File: config.mk
export PLATFORM = sky130hd
export DESIGN_NAME = mux_dff_deser
export DESIGN_NICKNAME = d
export VERILOG_FILES = /design/src/rtl/mux_dff_pkg.sv /design/src/rtl/mux_dff_stage.sv /design/src/rtl/mux_dff_deser.sv
export SDC_FILE = /design/constraint.sdc
export NUM_CORES = 1
export LEC_CHECK = 0
export ABC_AREA = 1
export BUFFER_PORTS_ARGS = -buffer_cell sky130_fd_sc_hd__buf_2
export CAP_MARGIN = 40
export CORE_AREA = 5 5 42 44
export CTS_CLUSTER_SIZE = 20
export DETAILED_ROUTE_END_ITERATION = 6
export DIE_AREA = 0 0 47 49
export PLACE_DENSITY = 0.52
export SYNTH_ARGS = -nofsm -noshare
export SYNTH_HDL_FRONTEND = slang
export SYNTH_SLANG_ARGS = --single-unit
File: constraint.sdc
create_clock -name clk -period 1.81 [get_ports clk]
set_input_delay 0.181 -clock clk [delete_from_list [all_inputs] [get_ports clk]]
set_output_delay 0.181 -clock clk [all_outputs]
set_load 0.01 [all_outputs]
File: src/rtl/mux_dff_pkg.sv
// Shared types and helpers for the mux/DFF serial-link receiver.
package mux_dff_pkg;

    typedef enum logic {
        COLLECT = 1'b0,
        PENDING = 1'b1
    } deser_state_t;

    function automatic int cnt_w(input int width);
        return $clog2(width);
    endfunction

endpackage

File: src/rtl/mux_dff_stage.sv
// One bit of the receive shift register: clear beats shift beats hold.
module mux_dff_stage (
    input  logic clk,
    input  logic reset,
    input  logic clr,
    input  logic clr_val,
    input  logic shift,
    input  logic d,
    output logic q
);

    // clr_val lets the entry stage capture w on a frame-sync cycle that also shifts
    always_ff @(posedge clk) begin
        if (reset)
            q <= 1'b0;
        else if (clr)
            q <= clr_val;
        else if (shift)
            q <= d;
    end

endmodule

File: src/rtl/mux_dff_deser.sv
// Serial-in/parallel-out word receiver with valid/ready output and sticky overrun.
module mux_dff_deser
    import mux_dff_pkg::*;
#(
    parameter int WIDTH     = 4,
    parameter int MSB_FIRST = 1
) (
    input  logic             clk,
    input  logic             reset,
    input  logic             w,
    input  logic             E,
    input  logic             L,
    output logic [WIDTH-1:0] Q,
    output logic             q_valid,
    input  logic             q_ready,
    output logic             overrun
);

    localparam int            CW   = cnt_w(WIDTH);
    localparam logic [CW-1:0] LAST = CW'(WIDTH - 1);

    logic [WIDTH-1:0] sr;
    logic [WIDTH-1:0] new_word;
    logic [CW-1:0]    cnt;
    deser_state_t     state;
    deser_state_t     next_state;
    logic             complete;
    logic             handshake;
    logic             load_q;
    logic             set_ovr;

    // The entry stage takes w; every other stage takes its upstream neighbour
    for (genvar i = 0; i < WIDTH; i++) begin : g_stage
        logic d_i;
        logic clr_i;

        if ((MSB_FIRST != 0 && i == 0) || (MSB_FIRST == 0 && i == WIDTH - 1)) begin : g_entry
            assign d_i   = w;
            assign clr_i = E & w;
        end else if (MSB_FIRST != 0) begin : g_up
            assign d_i   = sr[i-1];
            assign clr_i = 1'b0;
        end else begin : g_down
            assign d_i   = sr[i+1];
            assign clr_i = 1'b0;
        end

        mux_dff_stage u_stage (
            .clk     (clk),
            .reset   (reset),
            .clr     (L),
            .clr_val (clr_i),
            .shift   (E),
            .d       (d_i),
            .q       (sr[i])
        );
    end

    always_comb begin
        if (MSB_FIRST != 0)
            new_word = {sr[WIDTH-2:0], w};
        else
            new_word = {w, sr[WIDTH-1:1]};
    end

    assign complete  = E & ~L & (cnt == LAST);
    assign handshake = (state == PENDING) & q_ready;
    assign q_valid   = (state == PENDING);

    always_ff @(posedge clk) begin
        if (reset)
            cnt <= '0;
        else if (L)
            cnt <= E ? CW'(1) : '0;
        else if (E)
            cnt <= (cnt == LAST) ? '0 : cnt + CW'(1);
    end

    always_ff @(posedge clk) begin
        if (reset)
            state <= COLLECT;
        else
            state <= next_state;
    end

    // A completion while a word is pending only replaces it if that word leaves this cycle
    always_comb begin
        next_state = state;
        load_q     = 1'b0;
        set_ovr    = 1'b0;
        case (state)
            COLLECT: begin
                if (complete) begin
                    load_q     = 1'b1;
                    next_state = PENDING;
                end
            end
            PENDING: begin
                if (complete) begin
                    if (handshake)
                        load_q = 1'b1;
                    else
                        set_ovr = 1'b1;
                end else if (handshake) begin
                    next_state = COLLECT;
                end
            end
            default: next_state = COLLECT;
        endcase
    end

    always_ff @(posedge clk) begin
        if (reset) begin
            Q       <= '0;
            overrun <= 1'b0;
        end else begin
            if (load_q)
                Q <= new_word;
            if (set_ovr)
                overrun <= 1'b1;
        end
    end

endmodule

==> metrics.md <==
| Metric | Value |
|---|---|
| Xor and xnor fraction of the mapped netlist area | `0` |
| Avg Inst Size Synth | `7.783 µm²` |
| Worst setup EP type | `register` |
| Max Cap Viol | `0` |
| Number of CTS-inserted buffers | `3` |
| Tcrit/Tclk final | `0.6087` |
| Clock buffer depth | `2` |
| Critical path cell sequence | `ha_1 -> nand3_2 -> nor2_4 -> nor2_1 -> nor2_1` |
| Die Span Y | `between 40 and 50 µm` |
| IO Port Bufs | `11` |
| Setup violators final | `0` |
| Total number of yosys warnings | `0` |
| Sequential Area | `between 200 and 250 µm²` |
| Global routing met3 resource utilization | `0.05904` |
| Worst setup startpoint | `cnt[0]` |
| Wire per inst | `around 9.9 µm` |
| Power Dens Cells | `810.7 mW/mm²` |
| Iter 0 DRT Violations | `1` |
| Final Max Slew Viols | `0` |
| Num rows | `14` |
| Main combinational cell family by area after synthesis | `simple AND/OR/NAND/NOR gates` |
| Number of synthesized register bits | `11` |
| Cells after Synth | `59` |
| Ys flop type | `dfxtp_1` |
| Die ar. | `0.002303 mm²` |
| Hold buffers post-CTS | `0` |
| Worst skew pair latency | `between 0.2 and 0.3 ns` |
| Commonest cells post-synth | `nor2_1, dfxtp_1, inv_1, nand2_1, a21oi_1` |
| Largest net degree at the start of global routing | `8` |
| Final Non-Filler Cells | `90` |
| Sequential share of the synthesized area | `0.4796` |
| Post-route cell area | `around 560 µm²` |
| Slowest cell on crit path | `dfxtp_1` |
| Cell variety after synth | `14` |
| Maximum VDD drop | `approximately 0.34 mV` |
| Fin nets | `82` |
| DP Cell Count | `between 80 and 90` |
| Post-synthesis compound-gate area fraction | `0.1035` |
| Hpwl dp | `around 700 µm` |
| Worst setup margin | `about 0.71 ns` |
| Final ANT Viol Nets | `0` |
| CTS Sinks | `11` |
| Vias per cell | `between 4 and 5` |
| Main area contributors after synthesis | `dfxtp_1, nor2_1, inv_1, nand2_1, a21oi_1` |
| Met1 Usage GRT | `0.1153` |
| Vias post-DR | `about 420` |
| Reg clk slew, reported paths | `roughly 0.070 ns` |
| Outcome | `finished, final reports clean` |
| # diodes | `0` |
| Post-Route Utilization | `0.4000` |
| Adder-cell share of the synthesized area | `0.02725` |
| RSZ-0062 raised after global routing | `no` |
| GRT busiest layer | `met2` |
| Power after layout | `~0.45 mW` |
| First-pass GRT wire length | `between 1500 and 2000 µm` |
| WHS | `approximately 0.11 ns` |
| Vias in the first global route | `about 370` |
| WL final | `889 µm` |
| CP Class | `reg -> reg` |
| DP Worst Slack | `between 0.7 and 0.8 ns` |
| Number of antenna violations at the first check in global routing | `0` |
| Die W | `approximately 47 µm` |
| Least-Margin Pin Slew | `approximately 0.26 ns` |
| Crit path launch type | `register` |
| Leak | `approximately 0.26 nW` |
| Area grow syn2layout | `22.07%` |
| Most common cell in the netlist | `nor2_1` |
| Number of flops mapped to enable cells by yosys | `0` |
| M2 GR Usage | `0.1312` |
| Worst Path Required | `between 2 and 2.5 ns` |
| GRT Util Overall | `0.09746` |
| Initial Util | `0.3277` |
| F_max | `907.7 MHz` |
| Multi-input gate area | `205.2 µm²` |
| Startpoint of the worst-slack reg-to-reg timing path | `cnt[0]` |
| DP Area | `between 500 and 600 µm²` |
| Share of layout cells above drive strength 1 | `0.2703` |
| Async SR Flop Fraction | `0` |
| Slowest stage delay, CP | `between 0.3 and 0.4 ns` |
| TritonCTS clock tree | `built` |
| Simple-Gate Fraction of Synth Area | `0.3161` |
| CP dominant cell by count | `nor2_1` |
| H-Tree Depth | `1` |
| Worst Path Arrival | `1.32 ns` |
| Congestion Overflow GR | `0` |
| Post-synthesis mux area share | `0` |
| Top-area cell type share of the netlist area | `0.4796` |
| Final GP Congestion | `roughly 0.75` |
| Hold_sp | `reset` |
| Setup_tns | `0 ns` |
| Core Area | `0.001401 mm²` |
| Hold Fails Final Rpt | `0` |
| Final Skew | `0.003407 ns` |
| Post-synthesis instance area | `459.2 µm²` |
| Filler cell count | `approximately 150` |
| Crit-path max FO | `6` |
| Slew HR | `0.8288` |
| Pre-Repair DR Iteration Count | `4` |
| Min-delay worst type | `in -> reg` |
| Tmin final | `between 1 and 1.5 ns` |
| Resized Gates After CTS | `0` |
| Net Count, Synth | `66` |
| CTS root buf | `clkbuf_4` |
| Area leader, netlist | `dfxtp_1` |
| Residual DRC | `0` |
| Number of post-CTS setup repair buffers | `0` |
| Boundary pin count | `12` |
layer usage:
layer / up-vias / part of all wire
met4: 0 / 0.027
li1: 222 / -
met1: 179 / 0.44
met2: 11 / 0.43
met5: - / 0
met3: 4 / 0.10
cells by family (layout without fill, tap and decap cells):
family / Yosys count / count (layout)
buffers and inverters: 9 / 24
adders and majority gates: 1 / 1
and+or+nand+nor: 29 / 29
AOI/OAI and AO/OA: 9 / 9
DFF: 11 / 11
layout by cell type, fill, tap and decap left out, drive strengths merged:
master and count:
nor2 14, dfxtp 11, buf 11, inv 9, nand2 8, a21oi 5, nand4 4, clkbuf 4
o21ai 3, nand3 3, o21a 1, ha 1
worst max-delay path, delay by kind of cell (launching register included):
| kind | cells | cell delay (ns) |
|---|---|---|
| fa+ha+maj | 1 | 0.27 |
| simple gates | 4 | 0.41 |
| flops | 1 | 0.36 |
sequential cells by signal, summed over array words and instances (netlist names):
name,flops
Q,4
cnt,2
g_stage.u_stage.q,3
overrun,1
q_valid,1
final timing paths:
| check | end | slack [ns] | cells after the start |
|---|---|---|---|
| hold / removal | q_valid | 0.11 | 2 |
| setup / recovery | Q[0] | 0.71 | 5 |
| setup reg to reg | Q[0] | 0.71 | 5 |
| hold reg to reg | g_stage[2].u_stage.q | 0.46 | 2 |
cell type report:
type,instances,share of cell area
clock buffers,4,0.04687
inverters,9,0.06027
multi-input cells,39,0.3661
flip-flops and latches,11,0.3929
well taps,16,0.03571
repair buffers,11,0.09821
power by group:
part           total (mW)  switching, mW  internal [mW]
Combinational      0.0330         0.0207         0.0123
Sequential          0.251        0.00308          0.248
Clock               0.171         0.0851         0.0857
Total               0.454          0.109          0.346
No activity file was read; power rests on OpenSTA's default activity.
